[src/rtl/opnd_fetch_ctrl_if.sv]
// Bundle, memory-read and execute links of the operand fetch controller.
// master = the controller, slave = the surrounding decode/memory/execute logic.
interface opnd_fetch_ctrl_if;
    logic        in_valid;
    logic        in_ready;
    logic        in_opnd0_is_mem;
    logic        in_opnd1_is_mem;
    logic        in_addr_16bit;
    logic [1:0]  in_opnd_count;
    logic [31:0] in_opnd0_r;
    logic [31:0] in_opnd1_r;
    logic [31:0] in_opnd2_r;

    logic        mem_req_valid;
    logic        mem_req_ready;
    logic [31:0] mem_req_addr;
    logic        mem_rsp_valid;
    logic [31:0] mem_rsp_data;

    logic        out_valid;
    logic        out_ready;
    logic [1:0]  out_opnd_count;
    logic [31:0] out_opnd0;
    logic [31:0] out_opnd1;
    logic [31:0] out_opnd2;

    logic        busy;
    logic        fault;

    modport master (
        input  in_valid, in_opnd0_is_mem, in_opnd1_is_mem, in_addr_16bit,
               in_opnd_count, in_opnd0_r, in_opnd1_r, in_opnd2_r,
               mem_req_ready, mem_rsp_valid, mem_rsp_data, out_ready,
        output in_ready, mem_req_valid, mem_req_addr, out_valid,
               out_opnd_count, out_opnd0, out_opnd1, out_opnd2, busy, fault
    );

    modport slave (
        output in_valid, in_opnd0_is_mem, in_opnd1_is_mem, in_addr_16bit,
               in_opnd_count, in_opnd0_r, in_opnd1_r, in_opnd2_r,
               mem_req_ready, mem_rsp_valid, mem_rsp_data, out_ready,
        input  in_ready, mem_req_valid, mem_req_addr, out_valid,
               out_opnd_count, out_opnd0, out_opnd1, out_opnd2, busy, fault
    );
endinterface

[src/rtl/opnd_fetch_ctrl.sv]
// Operand fetch sequencer: reads memory-form operands, then hands the bundle to execute.
// Optional WAIT-state timeout is enabled with `define OPND_FETCH_TIMEOUT_EN.
module opnd_fetch_ctrl #(
    parameter int TIMEOUT_CYCLES = 255,
    parameter int CNT_W          = 8
) (
    input  logic               clk,
    input  logic               rst_n,
    opnd_fetch_ctrl_if.master  bus
);

    typedef enum logic [2:0] {IDLE, REQ0, WAIT0, REQ1, WAIT1, DONE} state_e;

    if (2**CNT_W <= TIMEOUT_CYCLES) begin : g_bad_cnt_w
        $error("CNT_W too narrow for TIMEOUT_CYCLES");
    end

    state_e      state_q, state_d;
    logic        mem0_q, mem0_d;
    logic        mem1_q, mem1_d;
    logic [1:0]  count_q, count_d;
    logic [31:0] opnd0_q, opnd0_d;
    logic [31:0] opnd1_q, opnd1_d;
    logic [31:0] opnd2_q, opnd2_d;
    logic        timeout_w;

    function automatic logic [31:0] resolve_in(input logic [31:0] v, input logic is_mem,
                                               input logic a16);
        return (is_mem && a16) ? {16'h0, v[15:0]} : v;
    endfunction

`ifdef OPND_FETCH_TIMEOUT_EN
    logic [CNT_W-1:0] cnt_q;

    // Held at zero while requesting, so every WAIT entry starts counting from 0.
    always_ff @(posedge clk or negedge rst_n) begin
        if (!rst_n)
            cnt_q <= '0;
        else if (state_q == REQ0 || state_q == REQ1)
            cnt_q <= '0;
        else if (state_q == WAIT0 || state_q == WAIT1)
            cnt_q <= cnt_q + 1'b1;
    end

    assign timeout_w = (cnt_q == CNT_W'(TIMEOUT_CYCLES));
`else
    assign timeout_w = 1'b0;
`endif

    // NOTE: every comb output gets a default first, so no path can infer a latch.
    always_comb begin
        state_d           = state_q;
        mem0_d            = mem0_q;
        mem1_d            = mem1_q;
        count_d           = count_q;
        opnd0_d           = opnd0_q;
        opnd1_d           = opnd1_q;
        opnd2_d           = opnd2_q;
        bus.in_ready      = 1'b0;
        bus.mem_req_valid = 1'b0;
        bus.mem_req_addr  = 32'h0;
        bus.out_valid     = 1'b0;
        bus.fault         = 1'b0;

        case (state_q)
            IDLE: begin
                bus.in_ready = 1'b1;
                if (bus.in_valid) begin
                    mem0_d  = bus.in_opnd0_is_mem;
                    mem1_d  = bus.in_opnd1_is_mem;
                    count_d = bus.in_opnd_count;
                    opnd0_d = resolve_in(bus.in_opnd0_r, bus.in_opnd0_is_mem, bus.in_addr_16bit);
                    opnd1_d = resolve_in(bus.in_opnd1_r, bus.in_opnd1_is_mem, bus.in_addr_16bit);
                    opnd2_d = bus.in_opnd2_r;
                    if (bus.in_opnd0_is_mem)      state_d = REQ0;
                    else if (bus.in_opnd1_is_mem) state_d = REQ1;
                    else                          state_d = DONE;
                end
            end
            REQ0: begin
                bus.mem_req_valid = 1'b1;
                bus.mem_req_addr  = opnd0_q;
                if (bus.mem_req_ready) state_d = WAIT0;
            end
            WAIT0: begin
                if (bus.mem_rsp_valid) begin
                    opnd0_d = bus.mem_rsp_data;
                    state_d = mem1_q ? REQ1 : DONE;
                end else if (timeout_w) begin
                    bus.fault = 1'b1;
                    state_d   = IDLE;
                end
            end
            REQ1: begin
                bus.mem_req_valid = 1'b1;
                bus.mem_req_addr  = opnd1_q;
                if (bus.mem_req_ready) state_d = WAIT1;
            end
            WAIT1: begin
                if (bus.mem_rsp_valid) begin
                    opnd1_d = bus.mem_rsp_data;
                    state_d = DONE;
                end else if (timeout_w) begin
                    bus.fault = 1'b1;
                    state_d   = IDLE;
                end
            end
            DONE: begin
                bus.out_valid = 1'b1;
                if (bus.out_ready) state_d = IDLE;
            end
            default: state_d = IDLE;
        endcase
    end

    // NOTE: the operand registers are reset too, because out_* must read 0 after reset.
    // NOTE: sequential state uses non-blocking assignments only.
    always_ff @(posedge clk or negedge rst_n) begin
        if (!rst_n) begin
            state_q <= IDLE;
            mem0_q  <= 1'b0;
            mem1_q  <= 1'b0;
            count_q <= 2'd0;
            opnd0_q <= 32'h0;
            opnd1_q <= 32'h0;
            opnd2_q <= 32'h0;
        end else begin
            state_q <= state_d;
            mem0_q  <= mem0_d;
            mem1_q  <= mem1_d;
            count_q <= count_d;
            opnd0_q <= opnd0_d;
            opnd1_q <= opnd1_d;
            opnd2_q <= opnd2_d;
        end
    end

    assign bus.out_opnd_count = count_q;
    assign bus.out_opnd0      = opnd0_q;
    assign bus.out_opnd1      = opnd1_q;
    assign bus.out_opnd2      = opnd2_q;
    assign bus.busy           = (state_q != IDLE);

endmodule

[src/flat_wrapper.sv]
// flat-port wrapper written by rule: the top's interface ports become plain ports
module opnd_fetch_ctrl_flat 
#(
    parameter int TIMEOUT_CYCLES = 255,
    parameter int CNT_W          = 8
)
  (clk, rst_n, bus_in_valid, bus_in_opnd0_is_mem, bus_in_opnd1_is_mem, bus_in_addr_16bit, bus_in_opnd_count, bus_in_opnd0_r, bus_in_opnd1_r, bus_in_opnd2_r, bus_mem_req_ready, bus_mem_rsp_valid, bus_mem_rsp_data, bus_out_ready, bus_in_ready, bus_mem_req_valid, bus_mem_req_addr, bus_out_valid, bus_out_opnd_count, bus_out_opnd0, bus_out_opnd1, bus_out_opnd2, bus_busy, bus_fault);
  opnd_fetch_ctrl_if bus_i ();
  input  logic clk;
  input  logic rst_n;
  input wire logic [$bits(bus_i.in_valid)-1:0] bus_in_valid;
  input wire logic [$bits(bus_i.in_opnd0_is_mem)-1:0] bus_in_opnd0_is_mem;
  input wire logic [$bits(bus_i.in_opnd1_is_mem)-1:0] bus_in_opnd1_is_mem;
  input wire logic [$bits(bus_i.in_addr_16bit)-1:0] bus_in_addr_16bit;
  input wire logic [$bits(bus_i.in_opnd_count)-1:0] bus_in_opnd_count;
  input wire logic [$bits(bus_i.in_opnd0_r)-1:0] bus_in_opnd0_r;
  input wire logic [$bits(bus_i.in_opnd1_r)-1:0] bus_in_opnd1_r;
  input wire logic [$bits(bus_i.in_opnd2_r)-1:0] bus_in_opnd2_r;
  input wire logic [$bits(bus_i.mem_req_ready)-1:0] bus_mem_req_ready;
  input wire logic [$bits(bus_i.mem_rsp_valid)-1:0] bus_mem_rsp_valid;
  input wire logic [$bits(bus_i.mem_rsp_data)-1:0] bus_mem_rsp_data;
  input wire logic [$bits(bus_i.out_ready)-1:0] bus_out_ready;
  output wire logic [$bits(bus_i.in_ready)-1:0] bus_in_ready;
  output wire logic [$bits(bus_i.mem_req_valid)-1:0] bus_mem_req_valid;
  output wire logic [$bits(bus_i.mem_req_addr)-1:0] bus_mem_req_addr;
  output wire logic [$bits(bus_i.out_valid)-1:0] bus_out_valid;
  output wire logic [$bits(bus_i.out_opnd_count)-1:0] bus_out_opnd_count;
  output wire logic [$bits(bus_i.out_opnd0)-1:0] bus_out_opnd0;
  output wire logic [$bits(bus_i.out_opnd1)-1:0] bus_out_opnd1;
  output wire logic [$bits(bus_i.out_opnd2)-1:0] bus_out_opnd2;
  output wire logic [$bits(bus_i.busy)-1:0] bus_busy;
  output wire logic [$bits(bus_i.fault)-1:0] bus_fault;
  assign bus_i.in_valid = bus_in_valid;
  assign bus_i.in_opnd0_is_mem = bus_in_opnd0_is_mem;
  assign bus_i.in_opnd1_is_mem = bus_in_opnd1_is_mem;
  assign bus_i.in_addr_16bit = bus_in_addr_16bit;
  assign bus_i.in_opnd_count = bus_in_opnd_count;
  assign bus_i.in_opnd0_r = bus_in_opnd0_r;
  assign bus_i.in_opnd1_r = bus_in_opnd1_r;
  assign bus_i.in_opnd2_r = bus_in_opnd2_r;
  assign bus_i.mem_req_ready = bus_mem_req_ready;
  assign bus_i.mem_rsp_valid = bus_mem_rsp_valid;
  assign bus_i.mem_rsp_data = bus_mem_rsp_data;
  assign bus_i.out_ready = bus_out_ready;
  assign bus_in_ready = bus_i.in_ready;
  assign bus_mem_req_valid = bus_i.mem_req_valid;
  assign bus_mem_req_addr = bus_i.mem_req_addr;
  assign bus_out_valid = bus_i.out_valid;
  assign bus_out_opnd_count = bus_i.out_opnd_count;
  assign bus_out_opnd0 = bus_i.out_opnd0;
  assign bus_out_opnd1 = bus_i.out_opnd1;
  assign bus_out_opnd2 = bus_i.out_opnd2;
  assign bus_busy = bus_i.busy;
  assign bus_fault = bus_i.fault;
  opnd_fetch_ctrl #(.TIMEOUT_CYCLES(TIMEOUT_CYCLES), .CNT_W(CNT_W)) u_core (.clk(clk), .rst_n(rst_n), .bus(bus_i));
endmodule
[config.mk]
export PLATFORM = sky130hd
export DESIGN_NAME = opnd_fetch_ctrl_flat
export DESIGN_NICKNAME = d
export VERILOG_FILES = /design/src/rtl/opnd_fetch_ctrl_if.sv /design/src/rtl/opnd_fetch_ctrl.sv /design/src/flat_wrapper.sv
export SDC_FILE = /design/constraint.sdc
export NUM_CORES = 1
export LEC_CHECK = 0
export CORE_MARGIN = 4
export CORE_UTILIZATION = 44
export CTS_BUF_LIST = sky130_fd_sc_hd__clkbuf_8
export CTS_CLUSTER_DIAMETER = 50
export DETAILED_ROUTE_END_ITERATION = 8
export PLACE_DENSITY = 0.89
export SLEW_MARGIN = 15
export SYNTH_ARGS = -nofsm -noshare
export SYNTH_HDL_FRONTEND = slang
export SYNTH_SLANG_ARGS = --single-unit
[constraint.sdc]
create_clock -name clk -period 4.3 [get_ports clk]
set_input_delay 0.43 -clock clk [delete_from_list [all_inputs] [get_ports clk]]
set_output_delay 0.43 -clock clk [all_outputs]
set_load 0.005 [all_outputs]
==> results_dict.tcl, run 1 <==
set metrics [dict create \
    status "finished clean" \
    synthCells 523 \
    antenna_cells 0 \
    num-fill-cells 844 \
    skew_ps 10.0 \
    min_path_type "in -> async" \
    layout_common_cells "271 x clkdlybuf4s50_1, 101 x dfrtp_1, 89 x nand2_1" \
    boundaryPins 274 \
    wire_per_inst_um 19.3 \
    hold_buffers 0 \
    worstPathArrival_ps 2710 \
    p_int_w 0.00355 \
    cts_max_path_buffers 2 \
    overflow 0 \
    nets 912 \
    cts_sinks 102 \
    numCtsBuffers 9 \
    die_w_um 116 \
    slew_headroom_pct 26.7 \
    antenna_left 0 \
    initial_utilization_pct 45.1 \
    cts.htree.levels 3 \
    clock_power_share_pct 10.7 \
    clockRootBuffer "clkbuf_8" \
    grt_pass1_wl_mm 26.6 \
    syn_nets 662 \
    dp_hpwl_mm 13.4 \
    antenna_found_initial 0 \
    async_flop_share_pct 100 \
    place_inst 904 \
    endpoint_kind "output port" \
    p_sw_share_pct 35.9 \
    crit_required_ps 3870 \
    drtIter0Drc 275 \
    cts_tree "built" \
    irDropWorstVdd_mv 0.392 \
    min_period_ps 3140 \
    track_usage_pct 25.4 \
    drv_cap 0 \
    seq_area_frac_synth_pct 49.3 \
    power.leakage_nw 3.50 \
    setup_viol 0 \
    totalWireLength_mm 17.7 \
    clock_latency_ps 360 \
    synth_edf_count 0 \
    holdWs_ps 171 \
    setup-tns-final_ps 0 \
    place.gp.congestion 0.884 \
    powerDensity_nw_per_um2 680 \
    drtPass1Iterations 5 \
    rows 39 \
    final_cells 921 \
    p_comb_share_pct 55.4 \
    routed-via-count 5001 \
    ys_ff_latch 102 \
    avgSynthCellArea_um2 9.89 \
    die_area_um2 13600 \
    finalInstanceArea_um2 8140 \
    switching_power_w 0.00198 \
    crit_path_start_kind "register" \
    grt_max_degree 68 \
    io_buffers 272 \
    cts_resized 0 \
    multi_input_area_um2 2390 \
    regArea_um2 2550 \
    ys.flop_type "dfrtp_1" \
    crit_chain "nand2_1, buf_4, nor2_1, clkdlybuf4s50_1" \
    cts_setup_buffers 0 \
    synth_warnings 0 \
    synthesis.area_um2 5170 \
    synthToLayoutAreaGrowth_pct 57.3 \
    remaining_drc_errors 0 \
    final_common_cell "clkdlybuf4s50_1" \
    die_y_um 116 \
    slew_violations 0 \
    avgViaCountPerCell 5.43 \
    grt_pass1_vias 5142 \
    drive_gt1_share_pct 8.61 \
    core-area_um2 11500 \
    cpMaxStageDelayCell "dfrtp_1" \
    timing.fmax_mhz 319 \
    clk_pin_slew_ps 90 \
    hold_viol 0 \
    postLayoutCoreUtil_pct 71.0 \
    max_slew.worst_pin.slew_ps 1100 \
    worstPathMaxFanout 18 \
    cp_slowest_stage_delay_ps 720 \
    fin_crit_sh_pct 72.9 \
    synth_cell_types 37 \
    placed_area_um2 7920 \
    worstSetupPathType "reg -> out" \
    seqPwrFrac_pct 33.9 \
    rsz0062_at_grt "false" \
]
==> metal layers <==
| metal | GRT usage (%) | part of all wire [%] |
|---|---|---|
| met1 | 29.5 | 37 |
| met5 | 0 | 0 |
| met4 | 10.3 | 3.4 |
| met3 | 6.79 | 9.8 |
| met2 | 44.4 | 50 |
==> flip-flops by register name (all words and copies together) (netlist names) <==
name and flops:
u_core.bus.out_opnd_count 2, u_core.mem1_q 1, u_core.bus.out_opnd1 32, u_core.bus.out_opnd2 32, u_core.bus.out_opnd0 32, u_core.state_q 3
==> critical path: cells and delay by family (launching register included) <==
kind / cells / cell delay (ps)
and+or+nand+nor: 2 / 710
buffers and inverters: 2 / 910
DFF: 1 / 720
==> layout make-up <==
type                    instances  share of cell area [%]
multi-input cells             376                    29.3
well taps                     143                    2.20
inverters                       4                   0.185
clock inverters                 7                   0.815
clock buffers                   9                    1.52
flip-flops and latches        102                    31.4
repair buffers                280                    34.6
==> final timing paths <==
path,slack (ps),depth (start not counted),startpoint,to
max,1160,4,u_core.state_q[0],bus_mem_req_addr[1]
min,170,1,rst_n,u_core.bus.out_opnd2[4]
max reg2reg,1540,5,u_core.state_q[1],u_core.bus.out_opnd0[16]
min reg2reg,520,1,u_core.bus.out_opnd2[10],u_core.bus.out_opnd2[10]
max in group asynchronous,3120,2,rst_n,u_core.bus.out_opnd1[26]
min in group clk,520,1,u_core.bus.out_opnd2[10],u_core.bus.out_opnd2[10]
==> power groups by stage <==
stage | clock network (W) | registers (W) | logic (W)
CTS | 0.000607 | 0.00187 | 0.00307
detailed placement | 0 | 0.00189 | 0.00305
floorplan | 0 | 0.00177 | 0.00139
global route | 0.000640 | 0.00194 | 0.00331
global placement | 0 | 0.00186 | 0.00297
finish | 0.000589 | 0.00188 | 0.00306
==> metrics by stage <==
step	power [W]	worst slack [ps]
5_1_grt	0.00589	1020
3_3_place_gp	0.00482	1630
4_1_cts	0.00555	1160
6_report	0.00553	1160
3_5_place_dp	0.00494	1540
2_1_floorplan	0.00317	2640
==> logic make-up (layout without fill, tap and decap cells) <==
logic type	count (synthesis)	after routing	synth area share, %
other	1	1	0.0725
AOI/OAI and AO/OA	92	92	10.1
and+or+nand+nor	199	199	16.7
DFF	102	102	49.3
buffers and inverters	45	300	4.69
muxes	84	84	19.1
==> cell usage after synthesis, drive strengths merged (2+ instances only) <==
master	n	area, um^2
inv	4	15.0
mux2	34	488
nor2	68	258
nand2	89	334
o31ai	2	15.0
dfrtp	102	2550
clkbuf	18	67.6
mux2i	50	500
and3	16	100
nand3	16	80.1
buf	23	160
nor3	2	26.3
o21ai	36	180
a21oi	18	90.1
a31oi	32	200
(Power assumes the default switching activity.)
==> run 2, diff against run 1 <==
--- a/config.mk
+++ b/config.mk
@@ -6,11 +6,11 @@
 export NUM_CORES = 1
 export LEC_CHECK = 0
 export CORE_MARGIN = 4
-export CORE_UTILIZATION = 44
+export CORE_UTILIZATION = 37
 export CTS_BUF_LIST = sky130_fd_sc_hd__clkbuf_8
 export CTS_CLUSTER_DIAMETER = 50
 export DETAILED_ROUTE_END_ITERATION = 8
-export PLACE_DENSITY = 0.89
+export PLACE_DENSITY = 0.79
 export SLEW_MARGIN = 15
 export SYNTH_ARGS = -nofsm -noshare
 export SYNTH_HDL_FRONTEND = slang
==> constraint.sdc (replaced) <==
create_clock -name clk -period 2.55 [get_ports clk]
set_input_delay 0.255 -clock clk [delete_from_list [all_inputs] [get_ports clk]]
set_output_delay 0.255 -clock clk [all_outputs]
set_load 0.005 [all_outputs]
==> run 2 against run 1 <==
Compared with the run above:
- via count down 1.2%
- non-clock buffer count up 11
- first-iteration DRC count is 19% lower
- clock skew is 3.5 ps higher
- critical path depth unchanged
- highest routed layer unchanged
- largest power group unchanged
- design area increased by 1.9%
- clock power increased by 95%
- combinational power rose by 71%
- routed wire length grew 0.83%
==> results_dict.tcl, run 2 (synthesized netlist as in run 1, its figures left out) <==
set metrics [dict create \
    status "finished clean" \
    switching_power_w 0.00329 \
    grt_max_degree 57 \
    postLayoutCoreUtil_pct 61.6 \
    cts_setup_buffers 0 \
    cts_max_path_buffers 2 \
    cts_tree "built" \
    timing.fmax_mhz 438 \
    antenna_cells 0 \
    worstPathArrival_ps 2030 \
    nets 923 \
    slew_violations 0 \
    endpoint_kind "output port" \
    crit_required_ps 2300 \
    place_inst 948 \
    setup-tns-final_ps 0 \
    clk_pin_slew_ps 100 \
    final_common_cell "clkdlybuf4s50_1" \
    die_area_um2 15900 \
    grt_pass1_vias 5207 \
    wire_per_inst_um 18.5 \
    synthToLayoutAreaGrowth_pct 60.3 \
    drtPass1Iterations 5 \
    powerDensity_nw_per_um2 1140 \
    worstPathMaxFanout 18 \
    drtIter0Drc 224 \
    ff2ff_setup_slack_ps 520 \
    die_w_um 126 \
    layout_common_cells "271 x clkdlybuf4s50_1, 101 x dfrtp_1, 89 x nand2_1" \
    irDropWorstVdd_mv 0.537 \
    antenna_found_initial 0 \
    totalWireLength_mm 17.9 \
    rows 42 \
    io_buffers 272 \
    r2r_end "u_core.bus.out_opnd0[4]" \
    rsz0062_at_grt "false" \
    cts.htree.levels 3 \
    worstSetupPathType "reg -> out" \
    max_slew.worst_pin.slew_ps 670 \
    place.gp.congestion 0.854 \
    antenna_left 0 \
    seqPwrFrac_pct 32.5 \
    routed-via-count 4940 \
    fin_crit_sh_pct 89.5 \
    clock_latency_ps 360 \
    die_y_um 126 \
    slew_headroom_pct 55.2 \
    remaining_drc_errors 0 \
    initial_utilization_pct 38.4 \
    cts_sinks 102 \
    avgViaCountPerCell 5.12 \
    clock_power_share_pct 12.2 \
    p_int_w 0.00617 \
    numCtsBuffers 9 \
    drive_gt1_share_pct 9.63 \
    reg2reg_from "u_core.state_q[0]" \
    grt_pass1_wl_mm 28.0 \
    overflow 0 \
    clockRootBuffer "clkbuf_8" \
    power.leakage_nw 3.58 \
    hold_viol 0 \
    p_comb_share_pct 55.3 \
    min_period_ps 2280 \
    setup_viol 0 \
    boundaryPins 274 \
    p_sw_share_pct 34.8 \
    skew_ps 13.6 \
    r2r_cells 4 \
    dp_hpwl_mm 14.0 \
    startpoint "u_core.state_q[0]" \
    drv_cap 0 \
    core-area_um2 13500 \
    crit_path_start_kind "register" \
    track_usage_pct 21.8 \
    final_cells 965 \
    min_path_type "in -> async" \
]
run 2: cell types whose count changed in the layout (fill, tap and decap cells not counted):
cell	previous run	this run
buf_12	1	2
buf_16	1	0
buf_4	7	17
bufinv_16	1	2
clkbuf_8	9	11
clkinv_2	2	0
clkinvlp_4	3	1
dlygate4sd3_1	0	1
inv_1	4	5
run 2: how the worst max path moves through the flow:
| stage | slack [ps] | cells past startpoint | endpoint |
|---|---|---|---|
| finish | 270 | 4 | bus_mem_req_addr[14] |
| floorplan | 890 | 8 | u_core.bus.out_opnd2[23] |
| global placement | 660 | 4 | u_core.bus.out_opnd0[13] |
| CTS | 250 | 4 | bus_mem_req_addr[13] |
| global route | 180 | 4 | bus_mem_req_addr[18] |
| detailed placement | 490 | 4 | u_core.bus.out_opnd0[4] |
run 2: critical path, stage by stage, from the launching register on:
cell             delay (ps)
dfrtp_1                 620
nand2_1                 130
buf_4                   230
nor2_1                  150
clkdlybuf4s50_1         540
run 2: power by group through the flow:
stage	Clock (W)	Combinational, W	Sequential [W]
after detailed placement	0	0.00528	0.00310
after CTS	0.00118	0.00529	0.00308
after floorplan	0	0.00235	0.00299
after global routing	0.00125	0.00566	0.00318
final	0.00115	0.00523	0.00308
after global placement	0	0.00512	0.00305
run 2: layer usage:
layer	share of wire [%]	routed length, um	global-route usage, %	vias to the layer above
li1	-	-	-	2310
met3	7.3	1310	5.00	24
met5	0	0	0	-
met4	1.6	286	6.75	0
met1	40	7120	26.2	2369
met2	51	9170	38.7	237
run 2: area by class of cell:
class / instances / area, um^2
clock buffer: 11 / 151
clock inverter: 5 / 75.1
fill: 1125 / 5160
inverter: 4 / 15.0
multi-input combinational: 376 / 2390
sequential: 102 / 2550
tap: 176 / 220
timing repair buffer: 291 / 2890
run 2: through the flow:
step	worst slack [ps]	power (W)	hold slack, ps	instance area, um^2
finish	267	0.00946	298	8290
global route	176	0.0101	301	8290
CTS	247	0.00955	283	8290
detailed placement	495	0.00837	146	8060
global placement	661	0.00817	141	8060
floorplan	886	0.00534	-40.6	5170
run 2: timing repair:
action / 4_1_cts / 5_1_grt
gates resized for setup: 0 / 0
hold endpoints to repair: 16 / 0
hold buffers: 1 / 0
==> patch: new RTL, config.mk and constraints of run 2 <==
Encoding of `state_e`: now one-hot (6 bits for 6 states).
--- a/src/rtl/opnd_fetch_ctrl.sv
+++ b/src/rtl/opnd_fetch_ctrl.sv
@@ -10,5 +10,5 @@
 );
 
-    typedef enum logic [2:0] {IDLE, REQ0, WAIT0, REQ1, WAIT1, DONE} state_e;
+    typedef enum logic [5:0] {IDLE = 6'b000001, REQ0 = 6'b000010, WAIT0 = 6'b000100, REQ1 = 6'b001000, WAIT1 = 6'b010000, DONE = 6'b100000} state_e;
 
     if (2**CNT_W <= TIMEOUT_CYCLES) begin : g_bad_cnt_w
Formal check against the unedited RTL: no difference found for any inputs over 4 cycles, from zero or initial values and one cycle with rst_n low; so few cycles prove little.
==> patch against run 2 <==
Combinational power fell by 4.6%. Core utilization rose by 0.14 points. Final cell count is 7.7% lower. Largest power group unchanged. Maximum frequency decreased by 8.6%. Total power is 2.9% lower. Final area rose by 4.6%. First-iteration DRC count rose by 11%. Area after synthesis increased by 3.8%. Sequential cell count grew 3. Non-clock buffer count up 6. Routed wire length is 2.1% higher. Worst setup slack worse by 0.22 ns.
==> patch: results (changes against run 2) <==
Routing
  – Iteration-0 DRC count of the detailed router: 249 (+11%)
  – Count of vias placed by the detailed router: 4549 (-7.9%)
  – Wire length on met2: 9190 µm (+0.14%)
  – Initial DRT Pass Iterations: 4 (-1)
  – Average wire per standard cell: 20.5 µm (+11%)

Worst setup path
  – Largest stage delay, worst path: 0.50 ns (-0.12 ns)
  – Arrival time of the worst setup path: 2.24 ns (+0.21 ns)
  – Cell depth of the worst flop-to-flop path: 6 (+2)
  – Worst reg2reg setup slack: 0.19 ns (-0.33 ns)
  – Cell at the slowest stage of the critical path: sky130_fd_sc_hd__clkdlybuf4s50_1
  – Beginning of the worst register-to-register path: u_core.state_q[0]

Pwr
  – Maximum vdd drop: 724 µV (+35%)
  – Lkg Pwr: 3.98 nW (+11%)

Global routing
  – Global-route total usage across every layer: 21.7% (about the same)
  – Pin count of the biggest net entering global routing: 60 (+5.3%)
  – First-pass GRT wire length: 27700 µm (-0.91%)

Clock tree
  – Clock insertion delay at the later pin of the skew report: 0.39 ns (+0.03 ns)
  – Clock sink count: 105 (+2.9%)

STA
  – Worst-case hold slack: 0.408 ns (+0.110 ns)
  – Max Clock Freq: 400 MHz (-8.6%)
  – Slew at the pin closest to its max-slew limit: 0.741 ns (+0.0708 ns)

Run status
  – Outcome: finished clean

Final layout
  – Proportion of cell area occupied by registers: 30.4% (-0.44 points)
  – Multi-input logic portion of the cell area: 29.3% (+0.49 points)
  – Final-layout clock-cell area share: 2.18% (-0.55 points)
  – Filler Cell Count: 1139 (+1.2%)

Placed design
  – RD Place Congestion: 0.857 (+0.30%)
  – Cell area after placement: 0.00832 mm² (+3.3%)

Synthesis
  – Area contributors post-synth: sky130_fd_sc_hd__dfrtp_1 (48%), sky130_fd_sc_hd__mux2_2 (26%), sky130_fd_sc_hd__mux2i_1 (6.2%)
  – Distinct cell type count after synthesis: 35 (-5.4%)
patch: changes by cell type after synthesis, sizes merged, moves of 9 or more:
cell and delta:
mux2i -17, nor2 -68, and3 -15, a22o +32, buf -9, o21ai -33
a31oi -32, mux2 +96, nand2 -49, inv +20, nand3 -11, a21oi -18
patch: cell families (layout without fill, tap and decap cells):
group                  after synthesis  after routing  share of synthesized area, %
muxes                              163            163                          33.4
DFF                                105            105                          49.0
and+or+nand+nor                     60             60                          5.80
buffers and inverters               51            337                          4.27
AOI/OAI and AO/OA                   45             45                          7.46
other                                1              1                        0.0699
patch: power by group through the flow:
| stage | Combinational (mW) | Sequential (mW) | Clock, mW |
|---|---|---|---|
| after floorplan | 2.18 | 3.13 | 0 |
| after global placement | 4.79 | 3.16 | 0 |
| after detailed placement | 4.90 | 3.22 | 0 |
| after CTS | 5.01 | 3.19 | 1.04 |
| after global routing | 5.35 | 3.32 | 1.10 |
| final | 4.99 | 3.20 | 1.01 |
patch: worst register-to-register path, cell delays in order (launching register included):
cell	delay (ns)
sky130_fd_sc_hd__dfstp_2	0.62
sky130_fd_sc_hd__nor4_4	0.08
sky130_fd_sc_hd__buf_4	0.16
sky130_fd_sc_hd__nand3b_1	0.16
sky130_fd_sc_hd__buf_4	0.52
sky130_fd_sc_hd__mux2_2	0.42
sky130_fd_sc_hd__mux2_1	0.29
patch: per-stage QoR:
step | cells | power, mW
floorplan | 425 | 5.31
global placement | 861 | 7.95
detailed placement | 861 | 8.12
CTS | 887 | 9.24
global route | 891 | 9.77
finish | 891 | 9.19
patch: timing repair:
action,4_1_cts,5_1_grt
cloned,2,1
gates resized for setup,36,9
pin swaps,5,3
hold buffers,1,0
setup buffers,7,3
endpoints found under the setup margin,33,5
endpoints found under the hold margin,46,0
